<file path="src/rtl/datapath_pkg.sv">
// Shared types and constants for the datapath control FSM.
package datapath_pkg;

  localparam int CNT_W = 4;

  localparam logic [1:0] OP_MUL  = 2'b00;
  localparam logic [1:0] OP_SUM  = 2'b01;
  localparam logic [1:0] OP_SUMC = 2'b10;
  localparam logic [1:0] OP_MAC  = 2'b11;

  typedef enum logic [2:0] {
    IDLE,
    MULT,
    SUM,
    COUNT,
    DONE
  } state_t;

endpackage

</file>
<file path="src/rtl/ctrl_watchdog.sv">
// COUNT-state watchdog: counts cycles while run is high, clears otherwise.
// expired flags the cycle whose increment would reach TIMEOUT; no backpressure.
module ctrl_watchdog #(
  parameter int TIMEOUT = 32
) (
  input  logic clk,
  input  logic reset,
  input  logic run,
  output logic expired
);

  localparam int W = $clog2(TIMEOUT) + 1;

  logic [W-1:0] cnt;

  always_ff @(posedge clk or negedge reset) begin
    if (!reset) begin
      cnt <= '0;
    end else if (run) begin
      cnt <= cnt + 1'b1;
    end else begin
      cnt <= '0;
    end
  end

  assign expired = run && (cnt == W'(TIMEOUT - 1));

endmodule

</file>
<file path="src/rtl/datapath_ctrl.sv">
// Sequencing FSM for the multiplier/adder/counter datapath; done after ITER+3 (MAC: ITER+4) cycles.
// start is only sampled in IDLE; optional COUNT watchdog under DATAPATH_CTRL_TIMEOUT_EN.
module datapath_ctrl
  import datapath_pkg::*;
#(
  parameter int ITER    = 4,
  parameter int TIMEOUT = 32
) (
  input  logic             clk,
  input  logic             reset,
  input  logic             start,
  input  logic [1:0]       op,
  input  logic [CNT_W-1:0] count,
  output logic             multien,
  output logic             sumen,
  output logic             Consten,
  output logic             counten,
  output logic             busy,
  output logic             done,
  output logic             err
);

  localparam logic [CNT_W-1:0] ITER_W = CNT_W'(ITER);

  state_t           state, state_n;
  logic [1:0]       op_q;
  logic [CNT_W-1:0] target;
  logic             hit;
  logic             timeout;

  assign hit = (count == target);

`ifdef DATAPATH_CTRL_TIMEOUT_EN
  ctrl_watchdog #(
    .TIMEOUT (TIMEOUT)
  ) u_watchdog (
    .clk     (clk),
    .reset   (reset),
    .run     (state == COUNT),
    .expired (timeout)
  );
`else
  // No watchdog: COUNT waits for the counter indefinitely (TIMEOUT is never negative).
  assign timeout = (TIMEOUT < 0);
`endif

  always_comb begin
    state_n = state;
    multien = 1'b0;
    sumen   = 1'b0;
    Consten = 1'b0;
    counten = 1'b0;
    done    = 1'b0;
    case (state)
      IDLE: begin
        if (start) begin
          state_n = (op == OP_MUL || op == OP_MAC) ? MULT : SUM;
        end
      end
      MULT: begin
        multien = 1'b1;
        state_n = (op_q == OP_MAC) ? SUM : COUNT;
      end
      SUM: begin
        sumen   = 1'b1;
        Consten = (op_q == OP_SUMC) || (op_q == OP_MAC);
        state_n = COUNT;
      end
      COUNT: begin
        counten = !hit;
        if (hit || timeout) begin
          state_n = DONE;
        end
      end
      DONE: begin
        done    = 1'b1;
        state_n = IDLE;
      end
      default: state_n = IDLE;
    endcase
  end

  always_ff @(posedge clk or negedge reset) begin
    if (!reset) begin
      state  <= IDLE;
      op_q   <= OP_MUL;
      target <= '0;
      busy   <= 1'b0;
      err    <= 1'b0;
    end else begin
      state <= state_n;
      busy  <= (state_n != IDLE);
      if (state == IDLE && start) begin
        op_q <= op;
      end
      // target wraps modulo 2^CNT_W to follow the datapath counter
      if (state_n == COUNT && state != COUNT) begin
        target <= count + ITER_W;
      end
      if (state_n == IDLE) begin
        err <= 1'b0;
      end else if (state == COUNT && state_n == DONE) begin
        err <= timeout && !hit;
      end
    end
  end

endmodule
</file>
<file path="config.mk">
export PLATFORM = sky130hd
export DESIGN_NAME = datapath_ctrl
export DESIGN_NICKNAME = d
export VERILOG_FILES = /design/src/rtl/datapath_pkg.sv /design/src/rtl/ctrl_watchdog.sv /design/src/rtl/datapath_ctrl.sv
export SDC_FILE = /design/constraint.sdc
export NUM_CORES = 1
export LEC_CHECK = 0
export CAP_MARGIN = 5
export CORE_AREA = 2 2 39 41
export DETAILED_ROUTE_END_ITERATION = 8
export DIE_AREA = 0 0 41 43
export GPL_TIMING_DRIVEN = 0
export PLACE_DENSITY = 0.74
export SLEW_MARGIN = 20
export SYNTH_ARGS = -nofsm -noshare
export SYNTH_HDL_FRONTEND = slang
export SYNTH_SLANG_ARGS = --single-unit
</file>
<file path="constraint.sdc">
create_clock -name clk -period 2.2 [get_ports clk]
set_input_delay 0.33 -clock clk [delete_from_list [all_inputs] [get_ports clk]]
set_output_delay 0.33 -clock clk [all_outputs]
set_load 0.005 [all_outputs]
</file>
==> flow_metrics.env <==
export IMPL_status="completed"
export IMPL_ys_ff_latch=10
export IMPL_p_switching_mw=0.256
export IMPL_cp_cell_sequence="nand2b_1 -> nor2_1 -> and2_1 -> clkdlybuf4s50_1"
export IMPL_port_buffers=14
export IMPL_cts_hold_buffers=0
export IMPL_synth_top_area_share_pct=42.6
export IMPL_clk_pin_slew_worst_paths_ps=60
export IMPL_die_area_um2=1760
export IMPL_final_cell_area_um2=768
export IMPL_p_per_area_nw_per_um2=1020
export IMPL_max_freq_ghz=0.485
export IMPL_reg2reg_slack_ps=830
export IMPL_drtPass1Iterations=1
export IMPL_maxSlewViolCount=0
export IMPL_cts_sinks=10
export IMPL_fin_setup_tns_ps=0
export IMPL_post_drt_wl_per_cell_um=12.4
export IMPL_layout_drive_gt1_share_pct=22.7
export IMPL_n_antenna_cell=0
export IMPL_p_leak_nw=0.319
export IMPL_die_height_um=43
export IMPL_vias_per_cell=4.90
export IMPL_hold_violations=0
export IMPL_rsz0062_at_grt="false"
export IMPL_critPathArrivalTime_ps=1730
export IMPL_synth_simple_area_share_pct=24.7
export IMPL_finalPower_mw=0.781
export IMPL_initial_core_util_pct=42.5
export IMPL_synthTopCellsByArea="dfrtp_1, xor2_1, mux2_4"
export IMPL_p_int_mw=0.525
export IMPL_cp_endpoint="Consten"
export IMPL_antenna_found_initial=0
export IMPL_r2r_end="target[1]$_DFFE_PN0P_"
export IMPL_r2r_start="state[1]$_DFF_PN0_"
export IMPL_crit_slowest_cell="dfrtp_1"
export IMPL_dp_hpwl_um=813
export IMPL_syn_to_final_growth_pct=30.6
export IMPL_drc=0
export IMPL_synthDistinctLibCells=22
export IMPL_synth_warnings=0
export IMPL_synth_top_family_by_area="simple AND/OR/NAND/NOR gates"
export IMPL_ff2ff_path_depth=4
export IMPL_cap_violations=0
export IMPL_critPathMaxFanout=8
export IMPL_hp_class="input port to async pin"
export IMPL_cts_tree="yes"
export IMPL_synth_compound_area_share_pct=5.32
export IMPL_seq_area_frac_synth_pct=42.6
export IMPL_slowest_delay_ps=490
export IMPL_syn_cell_area_um2=588
export IMPL_peakVddDrop_mv=0.604
export IMPL_placed_cells=79
export IMPL_ys_async_sr_fraction_pct=100
export IMPL_ant_nets=0
export IMPL_setup_viol=0
export IMPL_overflow=0
export IMPL_cts_buffers=3
export IMPL_fp_dieW_um=41
export IMPL_final_nets=77
export IMPL_crit_start="state[2]$_DFF_PN0_"
export IMPL_finalWorstPathRequiredPeriod_ps=2060
export IMPL_cp_required_ps=1870
export IMPL_yosysTopAreaCell="dfrtp_1"
export IMPL_synth_edf_count=0
export IMPL_place_gp_congestion=0.730
export IMPL_grt_pass1_wl_um=1750
export IMPL_first_global_vias=377
export IMPL_power_frac_clock_pct=15.1
export IMPL_cts_resized_gates=2
export IMPL_postPlaceCellArea_um2=748
export IMPL_syn_nets=58
export IMPL_final_fill_count=124
export IMPL_synthAdderAreaFrac_pct=0
export IMPL_drtIter0Drc=0
export IMPL_detailroute_via_count=402
export IMPL_switching_share_pct=32.8
export IMPL_cp_end_kind="output pin"
export IMPL_post_route_period_util_pct=93.7
export IMPL_coreArea_um2=1380
export IMPL_postCtsSetupBuffers=0
export IMPL_root_buffer="clkbuf_4"
export IMPL_netlist_instances=49
export IMPL_wl_um=1020
export IMPL_io_pins=16
export IMPL_synthMuxAreaShare_pct=13.2
export IMPL_start_kind="flip-flop"
export IMPL_grt_total_usage_pct=15.1
export IMPL_final_cells=82
export IMPL_synth_xor_area_share_pct=8.94
export IMPL_finalClockSkew_ps=6.72
export IMPL_placementRows=14
export IMPL_ys_top_cells_by_count="dfrtp_1, xor2_1, nor3b_1"
export IMPL_seq_power_share_pct=41.2
export IMPL_insertion_delay_ps=260
export IMPL_yosysMostFrequentCell="dfrtp_1"
export IMPL_worstSetupPathType="flip-flop to output pin"
export IMPL_htreeDepth=1
export IMPL_synth_ff_type="dfrtp_1"
export IMPL_combPwrFrac_pct=43.7
export IMPL_cts_path_max_buffers=2
export IMPL_syn_avg_cell_area_um2=12.0
export IMPL_grt_max_degree=11
## layer usage
metal / part of all wire [%] / up-vias / track usage, %
met5: 0 / - / 0
met4: 1.1 / 0 / 8.00
met3: 3.8 / 3 / 6.28
met2: 52 / 6 / 22.5
met1: 43 / 188 / 17.7
li1: - / 205 / -
## cells in the final DEF, fill, tap and decap left out
master / instances
buf_2: 1
nor3b_1: 4
dfrtp_1: 10
xor2_1: 6
mux2i_1: 1
a211oi_1: 2
nor4b_4: 1
and3_1: 1
buf_4: 1
mux2_2: 2
conb_1: 1
nand3b_4: 1
a21oi_4: 1
buf_6: 1
dlygate4sd2_1: 2
nor2_1: 3
clkbuf_4: 3
inv_1: 1
nor3_1: 3
clkdlybuf4s50_1: 12
and2_1: 1
nand2b_1: 2
nand2_1: 2
mux2_4: 3
nor4_2: 1
## layout make-up
type,instances,area (um2),area share [%]
multi-input combinational,35,310,40.4
sequential,10,250,32.6
timing repair buffer,14,138,17.9
buffer,3,23.8,3.09
clock buffer,3,22.5,2.93
tap,16,20.0,2.61
inverter,1,3.75,0.489
## cells by family (layout without fill, tap and decap cells)
group	count (synthesis)	count (layout)
and+or+nand+nor	19	19
buffers and inverters	4	21
muxes	6	6
AOI/OAI and AO/OA	3	3
xor gates and xnor gates	6	6
DFF	10	10
other	1	1
## state kept, by name, summed over array words and instances (netlist names)
name / flops
busy: 1
op_q: 2
state: 3
target: 4
## power groups by stage
| stage | logic, mW | registers, mW | clock network [mW] |
|---|---|---|---|
| floorplan | 0.245 | 0.313 | 0 |
| global placement | 0.347 | 0.320 | 0 |
| detailed placement | 0.352 | 0.326 | 0 |
| CTS | 0.346 | 0.322 | 0.124 |
| global route | 0.370 | 0.333 | 0.131 |
| finish | 0.341 | 0.322 | 0.118 |
## metrics by stage
stage | utilization [%] | setup WS (ps) | hold WS [ps]
2_1_floorplan | - | 911 | 34.4
3_3_place_gp | 54.1 | 9.15 | 491
3_5_place_dp | 54.1 | 3.22 | 496
4_1_cts | 55.5 | 120 | 403
5_1_grt | 55.5 | 45.8 | 426
6_report | 55.5 | 139 | 389
## critical path: cells and delay by family, from the launching register on
| kind | cells | cell delay (ps) |
|---|---|---|
| buffers and inverters | 1 | 490 |
| flip-flops | 1 | 490 |
| AND/OR/NAND/NOR | 3 | 490 |
## how the worst min path moves through the flow
stage,slack (ps),to,depth (start not counted),from
6_report,390,busy$_DFF_PN0_,1,reset
3_3_place_gp,490,op_q[0]$_DFFE_PN0P_,1,op_q[0]$_DFFE_PN0P_
2_1_floorplan,30,busy$_DFF_PN0_,0,reset
5_1_grt,430,state[0]$_DFF_PN0_,1,reset
3_5_place_dp,500,op_q[0]$_DFFE_PN0P_,1,op_q[0]$_DFFE_PN0P_
4_1_cts,400,state[0]$_DFF_PN0_,1,reset
Note: power is estimated with default switching activity, not from simulation.
